## src/rtl/boot_selector_pkg.sv

```systemverilog
`default_nettype none
// +----------------------------------------------------------------------+
// | boot_selector_pkg : FSM state encoding and default timer tap bits    |
// | Rev 1.0                                                              |
// +----------------------------------------------------------------------+
package boot_selector_pkg;

   typedef enum logic [2:0] {
      ST_START    = 3'd0,
      ST_WAIT     = 3'd1,
      ST_SEL      = 3'd2,
      ST_SEL_WAIT = 3'd3,
      ST_COMMIT   = 3'd4,
      ST_LOCK     = 3'd5,
      ST_BOOT     = 3'd6
   } state_t;

   localparam int TMR_W_DEF      = 24;
   localparam int SEL_TO_BIT_DEF = 23;
   localparam int REARM_BIT_DEF  = 17;
   localparam int LONG_BIT_DEF   = 22;
   localparam int FL_TO_BIT_DEF  = 20;

endpackage
`default_nettype wire

```

## src/rtl/boot_selector_timer.sv

```systemverilog
`default_nettype none
// +----------------------------------------------------------------------+
// | boot_selector_timer : state-dwell timer and button hold counter      |
// | Rev 1.0                                                              |
// +----------------------------------------------------------------------+
module boot_selector_timer
   import boot_selector_pkg::*;
#(
   parameter int TMR_W      = TMR_W_DEF,
   parameter int SEL_TO_BIT = SEL_TO_BIT_DEF,
   parameter int REARM_BIT  = REARM_BIT_DEF,
   parameter int LONG_BIT   = LONG_BIT_DEF,
   parameter int FL_TO_BIT  = FL_TO_BIT_DEF
) (
   input  logic clk,
   input  logic rst_n,
   input  logic btn_v,
   input  logic state_chg,
   output logic sel_to_tick,
   output logic rearm_tick,
   output logic fl_to_tick,
   output logic long_press
);

   logic [TMR_W-1:0] timer_q, timer_d;
   logic [TMR_W-1:0] hold_q, hold_d;

   // The timer measures released time in the current state only, so a
   // held button keeps it parked at zero.
   always_comb begin
      timer_d = timer_q + TMR_W'(1);
      if (state_chg || !btn_v) begin
         timer_d = '0;
      end
   end

   always_comb begin
      hold_d = '0;
      if (!btn_v) begin
         hold_d = hold_q[LONG_BIT] ? hold_q : hold_q + TMR_W'(1);
      end
   end

   always_ff @(posedge clk or negedge rst_n) begin
      if (!rst_n) begin
         timer_q <= '0;
      end else begin
         timer_q <= timer_d;
      end
   end

   always_ff @(posedge clk or negedge rst_n) begin
      if (!rst_n) begin
         hold_q <= '0;
      end else begin
         hold_q <= hold_d;
      end
   end

   assign sel_to_tick = timer_q[SEL_TO_BIT];
   assign rearm_tick  = timer_q[REARM_BIT];
   assign fl_to_tick  = timer_q[FL_TO_BIT];
   assign long_press  = hold_q[LONG_BIT];

endmodule
`default_nettype wire

```

## src/rtl/boot_selector.sv

```systemverilog
`default_nettype none
// +----------------------------------------------------------------------+
// | boot_selector : button-driven warm-boot image selector with lock     |
// | Rev 1.0                                                              |
// +----------------------------------------------------------------------+
module boot_selector
   import boot_selector_pkg::*;
#(
   parameter int SEL_W       = 2,
   parameter int SEL_MIN     = 0,
   parameter int SEL_MAX     = 3,
   parameter int DEFAULT_IMG = 2,
   parameter int DFU_IMG     = 1,
   parameter int TMR_W       = TMR_W_DEF,
   parameter int SEL_TO_BIT  = SEL_TO_BIT_DEF,
   parameter int REARM_BIT   = REARM_BIT_DEF,
   parameter int LONG_BIT    = LONG_BIT_DEF,
   parameter int FL_TO_BIT   = FL_TO_BIT_DEF,
   parameter logic [2**SEL_W-1:0] LOCK_MASK = 4'b1110
) (
   input  logic             clk,
   input  logic             rst_n,
   input  logic             btn_v,
   input  logic             btn_f,
   input  logic             fl_rdy,
   output logic             fl_go,
   output logic             fl_err,
   output logic             sel_active,
   output logic [SEL_W-1:0] boot_sel,
   output logic             boot_now
);

   localparam logic [SEL_W-1:0] SEL_MIN_V     = SEL_W'(SEL_MIN);
   localparam logic [SEL_W-1:0] SEL_MAX_V     = SEL_W'(SEL_MAX);
   localparam logic [SEL_W-1:0] DEFAULT_IMG_V = SEL_W'(DEFAULT_IMG);
   localparam logic [SEL_W-1:0] DFU_IMG_V     = SEL_W'(DFU_IMG);

   if (!(SEL_MIN <= DFU_IMG && DFU_IMG <= SEL_MAX && SEL_MAX < 2**SEL_W
         && DEFAULT_IMG < 2**SEL_W)) begin : g_chk_sel
      $error("boot_selector: image range parameters inconsistent");
   end

   if (SEL_TO_BIT >= TMR_W || REARM_BIT >= TMR_W || LONG_BIT >= TMR_W
       || FL_TO_BIT >= TMR_W) begin : g_chk_bits
      $error("boot_selector: timer tap bit outside TMR_W");
   end

   state_t           state_q, state_d;
   logic [SEL_W-1:0] boot_sel_q, boot_sel_d;
   logic             boot_now_q, boot_now_d;
   logic             fl_err_q, fl_err_d;
   logic             sel_to_tick, rearm_tick, fl_to_tick, long_press;

   function automatic logic [SEL_W-1:0] sel_inc(input logic [SEL_W-1:0] x);
      return (x == SEL_MAX_V) ? SEL_MIN_V : x + SEL_W'(1);
   endfunction

   boot_selector_timer #(
      .TMR_W      (TMR_W),
      .SEL_TO_BIT (SEL_TO_BIT),
      .REARM_BIT  (REARM_BIT),
      .LONG_BIT   (LONG_BIT),
      .FL_TO_BIT  (FL_TO_BIT)
   ) u_timer (
      .clk         (clk),
      .rst_n       (rst_n),
      .btn_v       (btn_v),
      .state_chg   (state_d != state_q),
      .sel_to_tick (sel_to_tick),
      .rearm_tick  (rearm_tick),
      .fl_to_tick  (fl_to_tick),
      .long_press  (long_press)
   );

   always_comb begin
      state_d    = state_q;
      boot_sel_d = boot_sel_q;
      boot_now_d = boot_now_q;
      fl_err_d   = fl_err_q;
      fl_go      = 1'b0;
      case (state_q)
         ST_START: begin
            if (btn_v) begin
               state_d = ST_COMMIT;
            end else begin
               boot_sel_d = DFU_IMG_V;
               state_d    = ST_WAIT;
            end
         end
         ST_WAIT: begin
            if (btn_v) state_d = ST_SEL_WAIT;
         end
         // A press landing on the timeout cycle still advances the image.
         ST_SEL: begin
            if (btn_f) begin
               boot_sel_d = sel_inc(boot_sel_q);
               state_d    = ST_SEL_WAIT;
            end else if (sel_to_tick) begin
               state_d = ST_COMMIT;
            end
         end
         ST_SEL_WAIT: begin
            if (long_press)      state_d = ST_COMMIT;
            else if (rearm_tick) state_d = ST_SEL;
         end
         ST_COMMIT: begin
            if (LOCK_MASK[boot_sel_q]) begin
               fl_go   = 1'b1;
               state_d = ST_LOCK;
            end else begin
               state_d = ST_BOOT;
            end
         end
         ST_LOCK: begin
            if (fl_rdy) begin
               state_d = ST_BOOT;
            end else if (fl_to_tick) begin
               fl_err_d = 1'b1;
               state_d  = ST_BOOT;
            end
         end
         ST_BOOT: begin
            boot_now_d = 1'b1;
         end
         default: begin
            state_d = ST_START;
         end
      endcase
   end

   always_ff @(posedge clk or negedge rst_n) begin
      if (!rst_n) state_q <= ST_START;
      else        state_q <= state_d;
   end

   always_ff @(posedge clk or negedge rst_n) begin
      if (!rst_n) boot_sel_q <= DEFAULT_IMG_V;
      else        boot_sel_q <= boot_sel_d;
   end

   always_ff @(posedge clk or negedge rst_n) begin
      if (!rst_n) boot_now_q <= 1'b0;
      else        boot_now_q <= boot_now_d;
   end

   always_ff @(posedge clk or negedge rst_n) begin
      if (!rst_n) fl_err_q <= 1'b0;
      else        fl_err_q <= fl_err_d;
   end

   assign sel_active = (state_q == ST_WAIT) || (state_q == ST_SEL)
                       || (state_q == ST_SEL_WAIT);
   assign boot_sel   = boot_sel_q;
   assign boot_now   = boot_now_q;
   assign fl_err     = fl_err_q;

endmodule
`default_nettype wire

```

## config.mk

```make
export PLATFORM = sky130hd
export DESIGN_NAME = boot_selector
export DESIGN_NICKNAME = d
export VERILOG_FILES = /design/src/rtl/boot_selector_pkg.sv /design/src/rtl/boot_selector_timer.sv /design/src/rtl/boot_selector.sv
export SDC_FILE = /design/constraint.sdc
export NUM_CORES = 1
export LEC_CHECK = 0
export CAP_MARGIN = 20
export CORE_UTILIZATION = 65
export DETAILED_ROUTE_END_ITERATION = 8
export PLACE_DENSITY = 0.84
export SLEW_MARGIN = 10
export SYNTH_ARGS = -nofsm -noshare
export SYNTH_HDL_FRONTEND = slang
export SYNTH_SLANG_ARGS = --single-unit
```

## constraint.sdc

```tcl
create_clock -name clk -period 3.55 [get_ports clk]
set_input_delay 0.355 -clock clk [delete_from_list [all_inputs] [get_ports clk]]
set_output_delay 0.355 -clock clk [all_outputs]
set_load 0.01 [all_outputs]
```

# --- Word-level counts from Yosys, hierarchy flattened ---
# Index checks and enable logic that the tools add are counted.
totals:
  in_bits: 5
  romBits: 0
  mem_count: 0
  latchBits: 0
  word_cells: 52
  reg_bits: 55
  ramBits: 0
  out_inout_bits: 6
classes:
  bitwise: 1
  multipliers: 0
  add_sub_neg: 3
  shifts: 0
  n_mux: 21
  order_cmp: 1
  reduce_logical: 8
  eq_ne: 11
  div: 0
op_table:
  columns: ["cell", "count"]
  rows:
  - ["two-way mux 24 bit", 3]
  - ["adder 24 x 1 -> 24 bit (second input constant)", 2]
  - ["two-way mux 3 bit", 8]
  - ["one-hot mux 3 bit (7 select lines)", 1]
  - ["== test 3 bit (second input constant)", 3]
  - ["two-way mux 2 bit", 4]
  - ["== test 3 x 2 -> 1 bit (second input constant)", 2]
  - ["!= test 2 bit (second input constant)", 3]
  - ["AND reduction 3 bit", 2]
  - ["one-hot mux 2 bit (2 select lines)", 1]
  - ["== test 3 x 1 -> 1 bit (second input constant)", 1]
  - ["logical NOT 3 bit", 1]
  - ["logical OR 1 bit", 3]
  - ["< comparator 2 x 3 -> 1 bit (second input constant)", 1]
  - ["two-way mux 1 bit", 3]
  - ["!= test 3 bit", 1]
  - ["adder 2 x 1 -> 2 bit (second input constant)", 1]
  - ["binary-select mux 1 bit (select 2 bit)", 1]
  - ["== test 2 bit (second input constant)", 1]
  - ["nonzero test 2 bit", 1]
  - ["logical NOT 1 bit", 1]
  - ["inverter 1 bit", 1]

# --- Longest topological paths before layout ---
# Gate-level depths: netlist of the first run.
logic_depth:
  depth_word: 7
  mapped_depth: 7
  depth_no_buf: 6

# --- Modules after synthesis ---
# A second synthesis of the first run with hierarchy kept.
unflattened:
  cells_unflattened: 308
  hier_area_um2: 2910.3
by_module_without_submodules:
  columns: ["module", "n_inst", "area_each_um2", "cells_each", "seq_area_each_um2"]
  rows:
  - ["boot_selector_timer", 1, 2402.3, 250, 1176.1]
  - ["boot_selector", 1, 508.0, 58, 176.4]

# --- Worst setup path before layout of the first run ---
# Ideal clock, no wire load.
synth_timing:
  path_kind: "reg2reg"
  from: "reg state_q[2]"
  to: "reg u_timer.timer_q[17]"
  setup_ns: 0.077
  period_less_slack_ns: 2.009
  stages_incl_launch_ff: 7
  required_ns: 3.473
  arrival_ns: 1.932
  n_path_buf: 2
  slack_ns: 1.541
  cell_sequence: "dfrtp_1 or4b_1 o211a_1 or4_1 buf_2 buf_6 a21oi_1"
synth_between:
  elab_chain_len: 6
  elab_cells_between_ends: 18
  classes_between: "eq/ne: 7; mux: 9; reduce/logical: 2"
synth_rtl:
  columns: ["element", "line", "text"]
  rows:
  - ["start, declared", "boot_selector.sv:48", "state_t state_q, state_d;"]
  - ["start signal, assigned", "boot_selector.sv:133", "else state_q <= state_d;"]
  - ["two-way mux 3 bit (on tied branches)", "boot_selector.sv:117, boot_selector.sv:98, boot_selector.sv:104", null]
  - ["two-way mux 3 bit (on tied branches)", "boot_selector.sv:115, boot_selector.sv:95, boot_selector.sv:103", null]
  - ["one-hot mux 3 bit (7 select lines)", "boot_selector.sv:81", "case (state_q)"]
  - ["!= test 3 bit (*)", "boot_selector.sv:68", ".state_chg (state_d != state_q),"]
  - ["logical OR 1 bit (*)", "boot_selector_timer.sv:32", "if (state_chg || !btn_v) begin"]
  - ["two-way mux 24 bit (*)", "boot_selector_timer.sv:32", null]
  - ["via u_timer.timer_d[17]", "boot_selector_timer.sv:25", "logic [TMR_W-1:0] timer_q, timer_d;"]
  - ["end signal, assigned", "boot_selector_timer.sv:48", "timer_q <= timer_d;"]
  - ["end, declared", "boot_selector_timer.sv:25", null]
# Mark *: on every way through the listed nets, which the timed path passes. The rest lies on a longest branch.
# A chain may end at the register's enable or synchronous reset.

# --- Final worst setup path of the first run ---
layout_timing:
  from: "reg state_q[2]"
  to: "reg u_timer.timer_q[15]"
# The elaborated chain is that of the path after synthesis.

==> run metrics, run 1 <==
final net count roughly 310; met2 usage between 40% and 50%; DR WL/cell around 15 um; main combinational cell family by area after synthesis simple AND/OR/NAND/NOR gates; Die Y ~68 um; grt met3 use under 10%; Register-to-Register Path Depth 4; 1st-pass router iterations 4; setup TNS 0 ps; Sink Count 54; Synth Area in Simple Gates 26.68%; Resized cells post-CTS 0; post-synthesis sequential area ratio slightly below 50%; DRC Markers 0; Slew headroom between 40 and 50%; max_cap viols 0; Mean Syn Cell Area around 9.4 um^2; status finished, final reports clean; Die Wd approximately 68 um; adder-cell share of the synthesized area under 10%; Final Cell Area ~3000 um^2; Syn Std Cell Area roughly 2800 um^2; Clock Tree Buf Depth 2; CTS Hold Buffers Added 0; via-per-instance ratio roughly 6.2; post-synthesis xor/xnor area fraction 7.781%; synthesis-to-finish area growth 7.203%; placed insts around 350; Slew @ Worst Pin around 860 ps; layout cells sized above 1 ~5.2%; crit-path max FO 24; Tot GR Track Use 25.68%; WL final around 5400 um; peak supply drop roughly 0.34 mV; initial antenna violation count 0; M1 GR Usage between 30% and 40%; WP data required between 3000 and 4000 ps; PwrDens 465.9 nW/um^2; Setup crit start kind flop; Worst Path Arrival 2900 ps; Final Skew 12.58 ps; Finished Layout Cells between 300 and 400; max-slew violations 0; syn_nets 308; compound-cell area share of the yosys netlist under 10%; WP depth 4; placed instance area 2922 um^2; die area around 4600 um^2; largest net degree at the start of global routing 38; core outline area slightly above 4000 um^2; Max Fclk roughly 0.37 GHz; WS Path Type flop to flop; CP cell instances or4b_1, o211a_1, or4_1, a21oi_1; Mapped Cells 299; Final Hold Fails 0; Synth Register Bits between 50 and 60; H-Tree Depth 2; CTS tree done; fin crit period about 2700 ps; Core Rows 23; Post-CTS Setup Bufs 0; Slowest-stage cell, CP or4_1; commonest cells after routing, fill and taps aside dfrtp_1, nor2_1, o21ai_0, nand3_1; Yosys warning total 0; CTS buffer count 5; max incr delay on CP a little over 900 ps; final setup vio count 0; mux cell area share after synthesis 1.912%; Final HPWL DP about 3700 um; root buffer cell clkbuf_8; Tcrit/Tclk final 75.40%; Initial Util between 60 and 70%; clk_lat worst skew just over 300 ps; first-pass GRT wire length around 8600 um; grt total ovfl 0; Util after Layout between 70 and 80%; Most Crowded Layer GR met2; vias in the first global route 1933; Leakage 1.200 nW; iteration-0 DRC count of the detailed router 229; IO buf count 10; hold crit path type input pin to asynchronous set/reset pin; Worst-path clk slew 100 ps; CP endpoint kind flop; Routed Antenna Nets 0; Crit path max-delay family simple AND/OR/NAND/NOR gates; io pins 11; Via Count 2190; RSZ-0062 raised after global routing no; # diodes 0; Cell variety after synth 44; gpl congestion around 0.76; most common cell after layout, fill and taps aside dfrtp_1; critical path buffer and inverter count 0
-- cells in the mapped netlist (all sizes together) --
library cell / count / area (um^2)
a2111oi: 1 / 8.760
a21o: 1 / 7.510
a21oi: 16 / 83.83
a221oi: 1 / 8.760
a31oi: 1 / 6.260
and2: 1 / 6.260
and3: 8 / 50.05
and3b: 1 / 8.760
and4: 2 / 17.52
and4b: 1 / 10.01
buf: 3 / 27.52
clkbuf: 10 / 37.54
dfrtp: 53 / 1326
dfstp: 1 / 26.28
ha: 4 / 50.05
inv: 12 / 45.04
mux2: 3 / 33.78
mux2i: 2 / 20.02
nand2: 11 / 41.29
nand2b: 2 / 12.51
nand3: 20 / 100.1
nand3b: 2 / 15.01
nand4: 10 / 62.56
nand4b: 5 / 43.79
nor2: 38 / 142.6
nor2b: 7 / 43.79
nor3: 6 / 30.03
nor3b: 1 / 7.510
nor4: 3 / 18.77
nor4b: 1 / 8.760
o211a: 1 / 10.01
o211ai: 1 / 7.510
o21a: 2 / 15.01
o21ai: 20 / 100.1
o22ai: 1 / 6.260
o311ai: 1 / 8.760
o31ai: 2 / 15.01
or3: 11 / 68.82
or4: 7 / 52.55
or4b: 1 / 10.01
xnor2: 15 / 131.4
xor2: 10 / 87.58
-- routing by layer --
metal / vias to the layer above / part of all wire [%]
met5: - / 0
met4: 0 / 2.4
met3: 13 / 4.2
met2: 66 / 49
met1: 1038 / 45
li1: 1073 / -
-- through the flow --
step	setup slack [ps]	power (mW)	hold WS, ps
2_1_floorplan	1541	0.9689	59.41
3_5_place_dp	932.2	1.057	447.0
4_1_cts	918.6	1.414	160.7
3_3_place_gp	1073	1.041	437.7
6_report	873.4	1.406	137.5
5_1_grt	814.7	1.477	207.3
-- state kept, by name, summed over array words and instances (netlist names) --
register and cells:
state_q 3, boot_now 1, u_timer.hold_q 23, boot_sel 2, u_timer.timer_q 24, fl_err 1
-- worst paths after layout --
check | from | endpoint | slack, ps
max | state_q[2]$_DFF_PN0_ | u_timer.timer_q[15]$_DFF_PN0_ | 870
min | rst_n | boot_sel[0]$_DFFE_PN0P_ | 140
max reg2reg | state_q[2]$_DFF_PN0_ | u_timer.timer_q[15]$_DFF_PN0_ | 870
min reg2reg | boot_now$_DFFE_PN0N_ | boot_now$_DFFE_PN0N_ | 470
max in group asynchronous | rst_n | u_timer.timer_q[8]$_DFF_PN0_ | 2640
min in group clk | boot_now$_DFFE_PN0N_ | boot_now$_DFFE_PN0N_ | 470
-- where the power goes --
group | total, mW | switching, mW | internal (mW)
logic | 0.298 | 0.164 | 0.134
registers | 0.748 | 0.0908 | 0.657
clock network | 0.360 | 0.202 | 0.157
-- cell families after synthesis --
family	count (synthesis)
simple gates	138
flops	54
compound gates	48
xor+xnor	25
buf+inv	25
mux	5
fa+ha+maj	4
-- worst register-to-register path, stage by stage, from the launching register on --
cell and delay [ps]:
dfrtp_1 550, or4b_1 620, o211a_1 160, or4_1 920
a21oi_1 330
-- area by class of cell --
cell class	count	area, um^2
Clock inverter	2	12.51
Timing Repair Buffer	12	110.1
Clock buffer	6	82.58
Fill cell	306	1070
Tap cell	50	62.56
Inverter	12	45.04
Sequential cell	54	1353
Multi-Input combinational cell	220	1351
No activity file was read; power rests on OpenSTA's default activity.
==> inputs of run 2 (changes only) <==
Settings changed: CORE_UTILIZATION 65 to 60, PLACE_DENSITY 0.84 to 0.79.
Clock period 3.55 ns to 2.78 ns, I/O delays scaled along.
==> run metrics, run 2 (synthesized netlist as in run 1, its figures left out) <==
status finished, violations left; failing checks design-rule violations; final net count around 320; pre-CTS worst setup slack 587.6 ps; WL final a little over 5000 um; Seq. cell area ~1400 um^2; Die Wd 70.48 um; worst r2r src state_q[1]$_DFF_PN0_; sequential power share 51.6%; placed insts approximately 360; CTS Hold Buffers Added 0; CP cell instances or4b_1, o211a_1, or4_1, buf_4, a21oi_1; Crit Reg-Reg Endpoint u_timer.timer_q[23]$_DFF_PN0_; Core Rows 24; Initial Util ~63%; # fillers ~370; CTS buffer count 5; final setup vio count 0; vias in the first global route 2153; max incr delay on CP about 590 ps; Final HPWL DP approximately 3600 um; Tcrit/Tclk final roughly four fifths; H-Tree Depth 2; routed length on met2 2578 um; crit-path max FO 24; root buffer cell clkbuf_8; grt total ovfl 0; internal power between 1 and 1.5 mW; most common cell after layout, fill and taps aside dfrtp_1; synthesis-to-finish area growth 8.493%; Routed Antenna Nets 0; CP endpoint kind flop; P_sw between 0.5 and 0.6 mW; WP data required approximately 3000 ps; area of the multi-input gates 1351 um^2; die area a little under 5000 um^2; Post-CTS Setup Bufs 0; DR WL/cell 14.31 um; hold crit path type input pin to asynchronous set/reset pin; DR top layer met4; layout cells sized above 1 6.431%; DRC Markers 4; Worst R2R Setup Slack about 540 ps; Slew @ Worst Pin 702.8 ps; Via Count around 2200; initial antenna violation count 0; commonest cells after routing, fill and taps aside dfrtp_1, nor2_1, o21ai_0, nand3_1; 1st-pass router iterations 6; CTS tree done; Die Y 70.48 um; max_cap viols 0; # diodes 0; gpl congestion about 0.77; io pins 11; Slowest-stage cell, CP dfrtp_1; Finished Layout Cells 363; Resized cells post-CTS 0; Tot GR Track Use between 20% and 30%; Final Skew around 8.0 ps; peak supply drop around 0.38 mV; Sink Count between 50 and 60; iteration-0 DRC count of the detailed router between 150 and 200; max reg flops 24; PwrDens about 590 nW/um^2; Clk network pwr share around a quarter; largest net degree at the start of global routing 32; core outline area between 4000 and 5000 um^2; DR WL met3 113 um; setup ws final between 500 and 600 ps; Final Hold Fails 0; Top Registers u_timer.timer_q (24), u_timer.hold_q (23), state_q (3); Clock Tree Buf Depth 2; Setup crit start kind flop; RSZ-0062 raised after global routing no; wl on met1 2448 um; fin crit period 2238 ps; Leakage around 1.2 nW; Worst Path Arrival roughly 2500 ps; first-pass GRT wire length 9356 um; combinational power share between 20% and 30%; clk_lat worst skew about 300 ps; IO buf count 10; switching share of power a little under a third; WS Path Type flop to flop; Max Fclk approximately 0.45 GHz; via-per-instance ratio 6.066; Largest Register u_timer.timer_q; max-slew violations 0; Worst-path clk slew about 90 ps; Slew headroom 53.15%; setup TNS 0 ps; Register-to-Register Path Depth 5
[run 2: power groups by stage]
stage	sequential, mW	combinational [mW]	clock [mW]
after global placement	0.939	0.419	0
after detailed placement	0.941	0.429	0
after floorplan	0.913	0.325	0
after global routing	0.942	0.484	0.482
final	0.930	0.430	0.441
after CTS	0.928	0.430	0.459
[run 2: worst max-delay path, delay by kind of cell, from the launching register on]
| kind | cells | cell delay, ps |
|---|---|---|
| flip-flops | 1 | 590 |
| AO/OA/AOI/OAI | 2 | 330 |
| buffers and inverters | 1 | 240 |
| AND/OR/NAND/NOR | 2 | 1010 |
[run 2: per-stage QoR]
step / cell area, um^2 / total power, mW / utilization (%) / hold WS (ps)
2_1_floorplan: 2814 / 1.237 / - / -17.59
3_3_place_gp: 2962 / 1.358 / 66.64 / 355.1
3_5_place_dp: 2962 / 1.371 / 66.64 / 362.0
4_1_cts: 3053 / 1.817 / 68.69 / 23.46
5_1_grt: 3053 / 1.908 / 68.69 / 48.64
6_report: 3053 / 1.801 / 68.69 / 17.22
[run 2: worst max-delay path by stage]
stage | from | endpoint | slack [ps] | cells past startpoint
2_1_floorplan | state_q[2]$_DFF_PN0_ | u_timer.timer_q[17]$_DFF_PN0_ | 770 | 6
3_3_place_gp | state_q[1]$_DFF_PN0_ | u_timer.timer_q[20]$_DFF_PN0_ | 680 | 5
3_5_place_dp | state_q[1]$_DFF_PN0_ | u_timer.timer_q[23]$_DFF_PN0_ | 590 | 5
4_1_cts | state_q[1]$_DFF_PN0_ | u_timer.timer_q[23]$_DFF_PN0_ | 570 | 5
5_1_grt | state_q[1]$_DFF_PN0_ | u_timer.timer_q[17]$_DFF_PN0_ | 440 | 5
6_report | state_q[1]$_DFF_PN0_ | u_timer.timer_q[23]$_DFF_PN0_ | 540 | 5
[run 2: per-layer routing]
layer | track usage [%] | vias to the layer above
li1 | - | 1077
met1 | 31.06 | 1097
met2 | 39.91 | 23
met3 | 4.473 | 5
met4 | 7.937 | 0
met5 | 0 | -
[run 2: layout make-up]
cell class	instances	area share (%)
timing repair buffer	17	4.836
clock inverter	1	0.1639
clock buffer	7	2.828
tap	52	2.131
sequential	54	44.30
inverter	12	1.475
multi-input combinational	220	44.26
